<file path="src/rtl/control_pkg.sv">
// Shared encodings for the control sequencer: states, register addresses,
// ALU operation codes, opcodes and the packed control word.
package control_pkg;

  typedef enum logic [3:0] {
    S_RESET = 4'd0,
    S_HALT  = 4'd1,
    S_F0    = 4'd2,
    S_F1    = 4'd3,
    S_DEC   = 4'd4,
    S_EXA   = 4'd5,
    S_LD0   = 4'd6,
    S_LD1   = 4'd7,
    S_LD2   = 4'd8,
    S_ST0   = 4'd9,
    S_ST1   = 4'd10,
    S_ST2   = 4'd11,
    S_BR    = 4'd12
  } state_e;

  // Register bank addresses
  localparam logic [2:0] REG_PC   = 3'b000;
  localparam logic [2:0] REG_DPTR = 3'b001;
  localparam logic [2:0] REG_A    = 3'b011;
  localparam logic [2:0] REG_TEMP = 3'b100;
  localparam logic [2:0] REG_ACC  = 3'b111;

  // ALU operation codes
  localparam logic [2:0] SEL_PASS = 3'b000;
  localparam logic [2:0] SEL_INC  = 3'b001;
  localparam logic [2:0] SEL_ADD  = 3'b010;
  localparam logic [2:0] SEL_AND  = 3'b011;
  localparam logic [2:0] SEL_XOR  = 3'b100;
  localparam logic [2:0] SEL_OR   = 3'b101;
  localparam logic [2:0] SEL_SHL  = 3'b110;
  localparam logic [2:0] SEL_SHR  = 3'b111;

  // Opcodes outside the ALU/shift classes
  localparam logic [4:0] OP_LOAD  = 5'b10000;
  localparam logic [4:0] OP_STORE = 5'b10001;
  localparam logic [4:0] OP_JMP   = 5'b11000;
  localparam logic [4:0] OP_JZ    = 5'b11001;
  localparam logic [4:0] OP_JN    = 5'b11010;
  localparam logic [4:0] OP_JC    = 5'b11011;
  localparam logic [4:0] OP_JP    = 5'b11100;
  localparam logic [4:0] OP_HALT  = 5'b11111;

  // Everything memory_system needs from us in one cycle
  typedef struct packed {
    logic       ir_sclr;
    logic       mar_sclr;
    logic       enaf;
    logic [2:0] selop;
    logic [1:0] shamt;
    logic       bank_wr_en;
    logic [2:0] busB_addr;
    logic [2:0] busC_addr;
    logic       ir_en;
    logic       mar_en;
    logic       mdr_en;
    logic       wr_rdn;
    logic       mdr_alu_n;
    logic       halted;
  } ctrl_t;

  localparam int CTRL_W = $bits(ctrl_t);

  // All strobes inactive
  function automatic ctrl_t ctrl_idle();
    return ctrl_t'({CTRL_W{1'b0}});
  endfunction

  // Word held while the sequencer sits in RESET: clear IR and MAR only
  function automatic ctrl_t ctrl_reset();
    ctrl_t c;
    c          = ctrl_idle();
    c.ir_sclr  = 1'b1;
    c.mar_sclr = 1'b1;
    return c;
  endfunction

  // Branch resolution against the flags present during DEC
  function automatic logic branch_taken(input logic [4:0] instr,
                                        input logic c, input logic n,
                                        input logic p, input logic z);
    logic t;
    case (instr)
      OP_JMP:  t = 1'b1;
      OP_JZ:   t = z;
      OP_JN:   t = n;
      OP_JC:   t = c;
      OP_JP:   t = p;
      default: t = 1'b0;
    endcase
    return t;
  endfunction

endpackage

</file>
<file path="src/rtl/control_sequencer_if.sv">
// Control/status bundle between the sequencer (master) and memory_system (slave).
interface control_sequencer_if;
  logic       run;
  logic [4:0] instruction;
  logic       C;
  logic       N;
  logic       P;
  logic       Z;
  logic       ir_sclr;
  logic       mar_sclr;
  logic       enaf;
  logic [2:0] selop;
  logic [1:0] shamt;
  logic       bank_wr_en;
  logic [2:0] busB_addr;
  logic [2:0] busC_addr;
  logic       ir_en;
  logic       mar_en;
  logic       mdr_en;
  logic       wr_rdn;
  logic       mdr_alu_n;
  logic       halted;
  logic [3:0] state_m;

  modport master (
    input  run, instruction, C, N, P, Z,
    output ir_sclr, mar_sclr, enaf, selop, shamt, bank_wr_en, busB_addr,
           busC_addr, ir_en, mar_en, mdr_en, wr_rdn, mdr_alu_n, halted, state_m
  );

  modport slave (
    output run, instruction, C, N, P, Z,
    input  ir_sclr, mar_sclr, enaf, selop, shamt, bank_wr_en, busB_addr,
           busC_addr, ir_en, mar_en, mdr_en, wr_rdn, mdr_alu_n, halted, state_m
  );
endinterface

</file>
<file path="src/rtl/control_decoder.sv">
// Combinational microcode ROM: control word for the state about to be entered.
module control_decoder
  import control_pkg::*;
(
  input  state_e     i_state,
  input  logic [4:0] i_instr,
  output ctrl_t      o_ctrl
);

  // Decode the control word of the incoming state
  always_comb begin
    o_ctrl = ctrl_idle();
    case (i_state)
      S_RESET: o_ctrl = ctrl_reset();
      S_HALT:  o_ctrl.halted = 1'b1;
      S_F0: begin
        o_ctrl.busB_addr = REG_PC;
        o_ctrl.selop     = SEL_PASS;
        o_ctrl.mar_en    = 1'b1;
      end
      S_F1: begin
        o_ctrl.ir_en      = 1'b1;
        o_ctrl.busB_addr  = REG_PC;
        o_ctrl.busC_addr  = REG_PC;
        o_ctrl.selop      = SEL_INC;
        o_ctrl.bank_wr_en = 1'b1;
      end
      S_DEC: o_ctrl = ctrl_idle();
      S_EXA: begin
        o_ctrl.busB_addr  = REG_A;
        o_ctrl.busC_addr  = REG_ACC;
        o_ctrl.enaf       = 1'b1;
        o_ctrl.bank_wr_en = 1'b1;
        // Shift class carries direction in bit 2 and amount in bits 1:0
        if (i_instr[4:3] == 2'b01) begin
          o_ctrl.selop = i_instr[2] ? SEL_SHR : SEL_SHL;
          o_ctrl.shamt = i_instr[1:0];
        end else begin
          o_ctrl.selop = i_instr[2:0];
          o_ctrl.shamt = 2'b00;
        end
      end
      S_LD0, S_ST0: begin
        o_ctrl.busB_addr = REG_DPTR;
        o_ctrl.selop     = SEL_PASS;
        o_ctrl.mar_en    = 1'b1;
      end
      S_LD1: begin
        o_ctrl.mdr_alu_n = 1'b1;
        o_ctrl.mdr_en    = 1'b1;
      end
      S_LD2: begin
        o_ctrl.mdr_alu_n  = 1'b1;
        o_ctrl.busC_addr  = REG_ACC;
        o_ctrl.bank_wr_en = 1'b1;
      end
      S_ST1: begin
        o_ctrl.busB_addr = REG_ACC;
        o_ctrl.selop     = SEL_PASS;
        o_ctrl.mdr_en    = 1'b1;
      end
      S_ST2: o_ctrl.wr_rdn = 1'b1;
      S_BR: begin
        o_ctrl.busB_addr  = REG_DPTR;
        o_ctrl.selop      = SEL_PASS;
        o_ctrl.busC_addr  = REG_PC;
        o_ctrl.bank_wr_en = 1'b1;
      end
      default: o_ctrl = ctrl_reset();
    endcase
  end

endmodule

</file>
<file path="src/rtl/control_sequencer.sv">
// Microcoded fetch/decode/execute sequencer driving memory_system.
// Outputs are registered from the decode of the next state, so every
// strobe lines up with the state shown on state_m.
module control_sequencer
  import control_pkg::*;
#(
  parameter int unsigned RESET_CYCLES = 2
)
(
  input logic                 clk,
  input logic                 rst,
  control_sequencer_if.master ctl
);

  localparam logic [3:0] RESET_LAST = 4'(RESET_CYCLES - 1);

  state_e     r_state;
  state_e     w_next;
  logic [3:0] r_cnt;
  ctrl_t      w_ctrl;
  ctrl_t      r_ctrl;
  logic       w_taken;

  assign w_taken = branch_taken(ctl.instruction, ctl.C, ctl.N, ctl.P, ctl.Z);

  // Next-state selection; reset and unused encodings both lead to RESET
  always_comb begin
    w_next = S_RESET;
    if (rst) begin
      w_next = S_RESET;
    end else begin
      case (r_state)
        S_RESET: begin
          if (r_cnt >= RESET_LAST) w_next = S_HALT;
          else                     w_next = S_RESET;
        end
        S_HALT: begin
          if (ctl.run) w_next = S_F0;
          else         w_next = S_HALT;
        end
        S_F0:  w_next = S_F1;
        S_F1:  w_next = S_DEC;
        S_DEC: begin
          if (ctl.instruction[4] == 1'b0)         w_next = S_EXA;
          else if (ctl.instruction == OP_LOAD)    w_next = S_LD0;
          else if (ctl.instruction == OP_STORE)   w_next = S_ST0;
          else if (ctl.instruction == OP_HALT)    w_next = S_HALT;
          else if (w_taken)                       w_next = S_BR;
          else                                    w_next = S_F0;
        end
        S_LD0: w_next = S_LD1;
        S_LD1: w_next = S_LD2;
        S_ST0: w_next = S_ST1;
        S_ST1: w_next = S_ST2;
        S_EXA, S_LD2, S_ST2, S_BR: w_next = S_F0;
        default: w_next = S_RESET;
      endcase
    end
  end

  control_decoder u_decoder (
    .i_state (w_next),
    .i_instr (ctl.instruction),
    .o_ctrl  (w_ctrl)
  );

  // State register, RESET hold counter and registered control word
  always_ff @(posedge clk) begin
    if (rst) begin
      r_state <= S_RESET;
      r_cnt   <= 4'd0;
      r_ctrl  <= ctrl_reset();
    end else begin
      r_state <= w_next;
      r_ctrl  <= w_ctrl;
      if (r_state == S_RESET && w_next == S_RESET) r_cnt <= r_cnt + 4'd1;
      else                                         r_cnt <= 4'd0;
    end
  end

  assign ctl.ir_sclr    = r_ctrl.ir_sclr;
  assign ctl.mar_sclr   = r_ctrl.mar_sclr;
  assign ctl.enaf       = r_ctrl.enaf;
  assign ctl.selop      = r_ctrl.selop;
  assign ctl.shamt      = r_ctrl.shamt;
  assign ctl.bank_wr_en = r_ctrl.bank_wr_en;
  assign ctl.busB_addr  = r_ctrl.busB_addr;
  assign ctl.busC_addr  = r_ctrl.busC_addr;
  assign ctl.ir_en      = r_ctrl.ir_en;
  assign ctl.mar_en     = r_ctrl.mar_en;
  assign ctl.mdr_en     = r_ctrl.mdr_en;
  assign ctl.wr_rdn     = r_ctrl.wr_rdn;
  assign ctl.mdr_alu_n  = r_ctrl.mdr_alu_n;
  assign ctl.halted     = r_ctrl.halted;
  assign ctl.state_m    = r_state;

endmodule

</file>
<file path="src/flat_wrapper.sv">
// flat-port wrapper written by rule: the top's interface ports become plain ports
module control_sequencer_flat import control_pkg::*;
#(
  parameter int unsigned RESET_CYCLES = 2
)
  (clk, rst, ctl_run, ctl_instruction, ctl_C, ctl_N, ctl_P, ctl_Z, ctl_ir_sclr, ctl_mar_sclr, ctl_enaf, ctl_selop, ctl_shamt, ctl_bank_wr_en, ctl_busB_addr, ctl_busC_addr, ctl_ir_en, ctl_mar_en, ctl_mdr_en, ctl_wr_rdn, ctl_mdr_alu_n, ctl_halted, ctl_state_m);
  control_sequencer_if ctl_i ();
  input logic clk;
  input logic rst;
  input wire logic [$bits(ctl_i.run)-1:0] ctl_run;
  input wire logic [$bits(ctl_i.instruction)-1:0] ctl_instruction;
  input wire logic [$bits(ctl_i.C)-1:0] ctl_C;
  input wire logic [$bits(ctl_i.N)-1:0] ctl_N;
  input wire logic [$bits(ctl_i.P)-1:0] ctl_P;
  input wire logic [$bits(ctl_i.Z)-1:0] ctl_Z;
  output wire logic [$bits(ctl_i.ir_sclr)-1:0] ctl_ir_sclr;
  output wire logic [$bits(ctl_i.mar_sclr)-1:0] ctl_mar_sclr;
  output wire logic [$bits(ctl_i.enaf)-1:0] ctl_enaf;
  output wire logic [$bits(ctl_i.selop)-1:0] ctl_selop;
  output wire logic [$bits(ctl_i.shamt)-1:0] ctl_shamt;
  output wire logic [$bits(ctl_i.bank_wr_en)-1:0] ctl_bank_wr_en;
  output wire logic [$bits(ctl_i.busB_addr)-1:0] ctl_busB_addr;
  output wire logic [$bits(ctl_i.busC_addr)-1:0] ctl_busC_addr;
  output wire logic [$bits(ctl_i.ir_en)-1:0] ctl_ir_en;
  output wire logic [$bits(ctl_i.mar_en)-1:0] ctl_mar_en;
  output wire logic [$bits(ctl_i.mdr_en)-1:0] ctl_mdr_en;
  output wire logic [$bits(ctl_i.wr_rdn)-1:0] ctl_wr_rdn;
  output wire logic [$bits(ctl_i.mdr_alu_n)-1:0] ctl_mdr_alu_n;
  output wire logic [$bits(ctl_i.halted)-1:0] ctl_halted;
  output wire logic [$bits(ctl_i.state_m)-1:0] ctl_state_m;
  assign ctl_i.run = ctl_run;
  assign ctl_i.instruction = ctl_instruction;
  assign ctl_i.C = ctl_C;
  assign ctl_i.N = ctl_N;
  assign ctl_i.P = ctl_P;
  assign ctl_i.Z = ctl_Z;
  assign ctl_ir_sclr = ctl_i.ir_sclr;
  assign ctl_mar_sclr = ctl_i.mar_sclr;
  assign ctl_enaf = ctl_i.enaf;
  assign ctl_selop = ctl_i.selop;
  assign ctl_shamt = ctl_i.shamt;
  assign ctl_bank_wr_en = ctl_i.bank_wr_en;
  assign ctl_busB_addr = ctl_i.busB_addr;
  assign ctl_busC_addr = ctl_i.busC_addr;
  assign ctl_ir_en = ctl_i.ir_en;
  assign ctl_mar_en = ctl_i.mar_en;
  assign ctl_mdr_en = ctl_i.mdr_en;
  assign ctl_wr_rdn = ctl_i.wr_rdn;
  assign ctl_mdr_alu_n = ctl_i.mdr_alu_n;
  assign ctl_halted = ctl_i.halted;
  assign ctl_state_m = ctl_i.state_m;
  control_sequencer #(.RESET_CYCLES(RESET_CYCLES)) u_core (.clk(clk), .rst(rst), .ctl(ctl_i));
endmodule
</file>
<file path="config.mk">
export PLATFORM = sky130hd
export DESIGN_NAME = control_sequencer_flat
export DESIGN_NICKNAME = d
export VERILOG_FILES = /design/src/rtl/control_pkg.sv /design/src/rtl/control_sequencer_if.sv /design/src/rtl/control_decoder.sv /design/src/rtl/control_sequencer.sv /design/src/flat_wrapper.sv
export SDC_FILE = /design/constraint.sdc
export NUM_CORES = 1
export LEC_CHECK = 0
export CORE_MARGIN = 10
export CORE_UTILIZATION = 44
export CTS_BUF_LIST = sky130_fd_sc_hd__clkbuf_4
export CTS_CLUSTER_DIAMETER = 40
export DETAILED_ROUTE_END_ITERATION = 12
export GPL_TIMING_DRIVEN = 0
export PLACE_DENSITY_LB_ADDON = 0.3
export REMOVE_ABC_BUFFERS = 1
export SLEW_MARGIN = 20
export SYNTH_ARGS = -nofsm -noshare
export SYNTH_HDL_FRONTEND = slang
export SYNTH_SLANG_ARGS = --single-unit
</file>
<file path="constraint.sdc">
create_clock -name clk -period 2.4 [get_ports clk]
set_input_delay 0.48 -clock clk [delete_from_list [all_inputs] [get_ports clk]]
set_output_delay 0.48 -clock clk [all_outputs]
set_load 0.02 [all_outputs]
</file>
**Word-level counts from Yosys, hierarchy flattened**

Cells that the tools add are included.

- Add/sub/neg operators: 1
- $lt $le $gt $ge: 1
- Eq/ne operators: 33
- Multiplexer cells: 24
- Bitwise gates (word level): 3
- Reductions and logical operators: 13

Operators with widths:

| cell | number |
|---|---|
| $eq A4 B4 Y1 const B | 10 |
| $eq A5 B5 Y1 const B | 8 |
| $pmux W4 S10 | 1 |
| $eq A4 B3 Y1 const B | 8 |
| $mux W4 | 6 |
| $eq A4 B2 Y1 const B | 4 |
| $reduce_or A12 Y1 | 1 |
| $mux W1 | 10 |
| $pmux W3 S3 | 1 |
| $reduce_or A3 Y1 | 3 |
| $eq A4 B1 Y1 const B | 2 |
| $logic_not A4 Y1 | 2 |
| $reduce_or A2 Y1 | 4 |
| $reduce_or A4 Y1 | 2 |
| $pmux W3 S2 | 1 |
| $mux W5 | 1 |
| $pmux W1 S5 | 1 |
| $add A4 B1 Y4 const B | 1 |
| $ge A4 B1 Y1 const B | 1 |
| $mux W2 | 2 |
| $mux W3 | 1 |
| $not A1 Y1 | 3 |
| $eq A2 B1 Y1 const B | 1 |
| $logic_and A1 B1 Y1 | 1 |

- Flip-flop bits (word level): 29
- Output and inout port bits: 25
- Word-level logic and storage cells: 91

**Longest topological paths before layout**

- Depth after elaboration: 13
- Mapped depth: 10

**Cells and area by module**

A second synthesis with hierarchy kept.

- Cells, all modules: 162
- Area, all modules: 1431.4 µm²

Modules (own cells, without submodules):

| module | instances | cells an instance | area an instance (µm²) | sequential area each (µm²) |
|---|---|---|---|---|
| control_sequencer | 1 | 120 | 1172.4 | 580.6 |
| control_decoder | 1 | 42 | 259.0 | 0.0 |

**Worst setup path before layout**

OpenSTA, ideal clock, no wires.

- Kind: input-to-reg
- Start: input ctl_instruction[2]
- End: register u_core.r_ctrl, in the netlist u_core.ctl.bank_wr_en
- Library setup time: 0.103 ns
- Data arrival time: 2.161 ns
- Path slack: 0.135 ns
- Cell stages on the path: 8
- Path buffers: 2
- Path through: clkbuf_1 > or4b_4 > and4_4 > o221a_1 > buf_6 > nor2_8 > a211oi_2 > a2111oi_2

- Longest elaborated chain between the ends: 12
- Elaborated cells between the ends (all ways): 22

Ends and longest elaborated chain:

| element | line | source |
|---|---|---|
| start: declaration | flat_wrapper.sv:11 | `input wire logic [$bits(ctl_i.instruction)-1:0] ctl_instruction;` |
| $eq A5 B5 Y1 | control_pkg.sv:87 | `case (instr)` |
| $pmux W1 S5 | control_pkg.sv:87 |  |
| $mux W4 | control_sequencer.sv:48 | `else if (w_taken) w_next = S_BR;` |
| $mux W4 | control_sequencer.sv:47 | `else if (ctl.instruction == OP_HALT) w_next = S_HALT;` |
| $mux W4 | control_sequencer.sv:46 | `else if (ctl.instruction == OP_STORE) w_next = S_ST0;` |
| $mux W4 * | control_sequencer.sv:45 | `else if (ctl.instruction == OP_LOAD) w_next = S_LD0;` |
| $mux W4 * | control_sequencer.sv:44 | `if (ctl.instruction[4] == 1'b0) w_next = S_EXA;` |
| $pmux W4 S10 * | control_sequencer.sv:32 | `case (r_state)` |
| $mux W4 * | control_sequencer.sv:29 | `if (rst) begin` |
| $eq A4 B4 Y1, or another cell as far along | control_decoder.sv:13 | `case (i_state)` |
| $reduce_or A4 Y1 (no source line) * | - |  |
| $mux W1 * | control_decoder.sv:13 |  |
| end signal: assignment | control_sequencer.sv:72 | `r_ctrl <= ctrl_reset();` |
| end signal: assignment | control_sequencer.sv:75 | `r_ctrl <= w_ctrl;` |
| end: declaration | control_sequencer.sv:21 | `ctrl_t r_ctrl;` |

Mark *: on every way between the ends. The rest lies on a longest branch, timed or not.
A chain may end at the register's enable or synchronous reset.

**Worst setup path in the final report**

- Start: input ctl_C
- End: register u_core.r_ctrl, in the netlist u_core.ctl.bank_wr_en

- Longest elaborated chain between the ends: 11
- Elaborated cells between the ends (all ways): 14

Ends and longest elaborated chain:

| element | line | source |
|---|---|---|
| start: declaration | flat_wrapper.sv:12 | `input wire logic [$bits(ctl_i.C)-1:0] ctl_C;` |
| $pmux W1 S5 * | control_pkg.sv:87 |  |
| $mux W4 * | control_sequencer.sv:48 |  |
| $mux W4 * | control_sequencer.sv:47 |  |
| $mux W4 * | control_sequencer.sv:46 |  |
| $mux W4 * | control_sequencer.sv:45 |  |
| $mux W4 * | control_sequencer.sv:44 |  |
| $pmux W4 S10 * | control_sequencer.sv:32 |  |
| $mux W4 * | control_sequencer.sv:29 |  |
| $eq A4 B4 Y1, or another cell as far along | control_decoder.sv:13 |  |
| $reduce_or A4 Y1 (no source line) * | - |  |
| $mux W1 * | control_decoder.sv:13 |  |

Marked as above.

==> flow_summary_export.csv <==
group,metric,value,unit
cts,numCtsBuffers,3,
critical_path,cp.required,2.62,ns
die,die_w,75.2,µm
sta,rsz0062_at_grt,"false",
logic_synthesis,avgSynthCellArea,9.31,µm²
power,leakage,0.662,nW
cts,hold_buffers,0,
cells_and_area,nets,190,
die,initial_utilization,0.474,
placed_design,place_area,1650,µm²
logic_synthesis,synth-seq-area-share,0.388,
critical_path,crit_fanout,8,
sta,fin_skew,0.00203,ns
placed_design,io_buffers,36,
global_routing,grt_max_degree,15,
logic_synthesis,syn_inst,144,
status,outcome,"completed",
power,power.density,830,nW/µm²
power,total_power,0.00144,W
cts,clk_path_buf_depth,2,
logic_synthesis,synthTopCellsByArea,"dfxtp_1, nor2_1, ha_1, nand2_1, buf_4",
logic_synthesis,synth_area_leader_cell,"dfxtp_1",
die,core,2830,µm²
power,power_frac_seq,0.387,
run,drv_cap,0,
power,p_switching,0.000559,W
sta,slew_viol_final,0,
placed_design,hpwl,2370,µm
cells_and_area,design_area,1730,µm²
power,p_int,0.000879,W
critical_path,critPathCaptureType,"flop",
sta,finalCritPeriodShare,0.932,
placed_design,gp_congestion,0.817,
logic_synthesis,yosys.area_share.simple,0.269,
logic_synthesis,synth_common_cells,"dfxtp_1, nor2_1, nand2_1",
logic_synthesis,synthMuxAreaShare,0.0149,
power,p_clk_frac,0.128,
cts,cts_sinks,26,
global_routing,grt_usage,0.114,
drt,drt_iter0_drc,55,
drt,wl_met2,1590,µm
drt,totalWireLength,3250,µm
sta,setup_tns,0,ns
drt,wl_met1,1320,µm
cts,htreeDepth,1,
drt,drt-pass1-iter-count,4,
cts,worstSkewPairLatency,0.32,ns
sta,setup_violations,0,
drt,dr_wl_met3,300,µm
drt,postRouteAntennaNets,0,
die,die_area,5660,µm²
logic_synthesis,yosysMostFrequentCell,"dfxtp_1",
drt,route.detailed.drc,0,
drt,via_per_inst,5.78,
cts,tritoncts,"yes",
die,die_h,75.2,µm
logic_synthesis,synth_compound_area_frac,0.203,
logic_synthesis,yosysWarnings,0,
drt,vias,1180,
die,ios,37,
cts,clk_pin_slew,0.13,ns
sta,post-route-min-period,2.24,ns
logic_synthesis,synth.distinct_cells,56,
logic_synthesis,synthArstFlopShare,0,
worst_hold_path,hp-class,"reg -> reg",
sta,hold_viol,0,
cells_and_area,final_core_util,0.612,
power,ir_drop,0.000420,V
critical_path,worstSetupStartpointType,"primary input",
power,swShare,0.389,
sta,fmax,0.447,GHz
logic_synthesis,synth_seq_cells,26,
die,fp-row-count,19,
logic_synthesis,synthAdderAreaFrac,0.0280,
logic_synthesis,synth-main-ff-cell,"dfxtp_1",
global_routing,grt-ovfl-total,0,
drt,wl_per_cell,15.9,µm
cts,cts_root_buf,"clkbuf_4",
sta,worst_hold_slack,0.483,ns
logic_synthesis,synth_xor_area_frac,0.0131,
logic_synthesis,syn_area,1340,µm²
cells_and_area,num_antenna_cells,0,
global_routing,antenna_found_initial,0,
critical_path,crit_arrival,2.46,ns
cells_and_area,drive_above_1_share,0.156,
logic_synthesis,synth_top_family_by_area,"simple AND/OR/NAND/NOR gates",
cells_and_area,area_growth,29.1,%
global_routing,grt_pass1_wl,5120,µm
logic_synthesis,synth-edff-count,0,
logic_synthesis,synth_top_area_frac,0.388,
drt,top_layer,"met4",
power,pwr-share-comb,0.485,
critical_path,critPathKind,"in -> reg",
global_routing,grt_pass1_vias,1087,
## critical path, cell delays in order
cell and delay [ns]:
clkdlybuf4s50_1 0.45, mux2i_1 0.08, a221oi_2 0.40, nand2_1 0.18, a41oi_4 0.41, a211oi_2 0.13
a2111oi_2 0.34
## power by group through the flow
stage | clock (W) | combinational (W) | sequential (W)
2_1_floorplan | 0 | 0.000328 | 0.000644
3_3_place_gp | 0 | 0.000642 | 0.000559
3_5_place_dp | 0 | 0.000651 | 0.000564
4_1_cts | 0.000183 | 0.000670 | 0.000554
5_1_grt | 0.000199 | 0.000757 | 0.000568
6_report | 0.000184 | 0.000698 | 0.000557
## cells in the final DEF, fill, tap and decap left out, types with 3 or more instances in the layout
cell type        count
nand4_1              3
ha_1                 3
clkdlybuf4s50_1     31
and2_1               3
nand2_1              9
o21ai_0              3
clkbuf_4             3
inv_1                4
nand3_1              5
nor3_1               4
nor2_1              15
a21oi_1              3
dlygate4sd2_1        3
buf_4                4
a31o_2               3
dfxtp_1             24
## routing by layer
layer,up-vias,global-route usage
li1,585,-
met1,549,0.130
met2,42,0.190
met3,4,0.0460
met4,0,0.0351
met5,-,0
## logic make-up after synthesis
family,count (synthesis)
simple gates,59
compound gates,31
flops,26
buf+inv,20
fa+ha+maj,3
xor+xnor,2
mux,2
other cells,1
## flip-flops by register name, indices dropped and copies added (netlist names), 2 cells and up
name                  count
u_core.ctl.state_m        4
u_core.r_cnt              4
u_core.ctl.busB_addr      3
u_core.ctl.selop          3
u_core.ctl.shamt          2
## timing repair
| item | 4_1_cts | 5_1_grt |
|---|---|---|
| endpoints found under the setup margin | 17 | 6 |
| buffers inserted | 0 | 4 |
| hold endpoints to repair | 0 | 0 |
| pin swaps | 0 | 1 |
| gates resized for setup | 6 | 6 |
## path summary, 6_finish.rpt
kind | startpoint | endpoint | slack [ns] | cells after the start
worst max register to register | u_core.ctl.state_m[2] | u_core.ctl.busB_addr[1] | 0.20 | 6
worst max-delay path | ctl_C | u_core.ctl.bank_wr_en | 0.16 | 7
worst min register to register | u_core.r_cnt[0] | u_core.r_cnt[0] | 0.48 | 1
worst min-delay path | u_core.r_cnt[0] | u_core.r_cnt[0] | 0.48 | 1
## metrics by stage
| stage | setup slack (ns) | std cells |
|---|---|---|
| after global routing | 0.0394 | 204 |
| after detailed placement | -0.537 | 197 |
| final | 0.162 | 204 |
| after global placement | -0.528 | 197 |
| after floorplan | 0.134 | 130 |
| after CTS | 0.00287 | 200 |
## area by class of cell
class	count	area, µm²
clock buffers	3	22.5
flip-flops and latches	26	523
repair buffers	40	392
inverters	6	22.5
multi-input cells	98	733
fillers	249	1100
well taps	31	38.8
(Power assumes the default switching activity.)
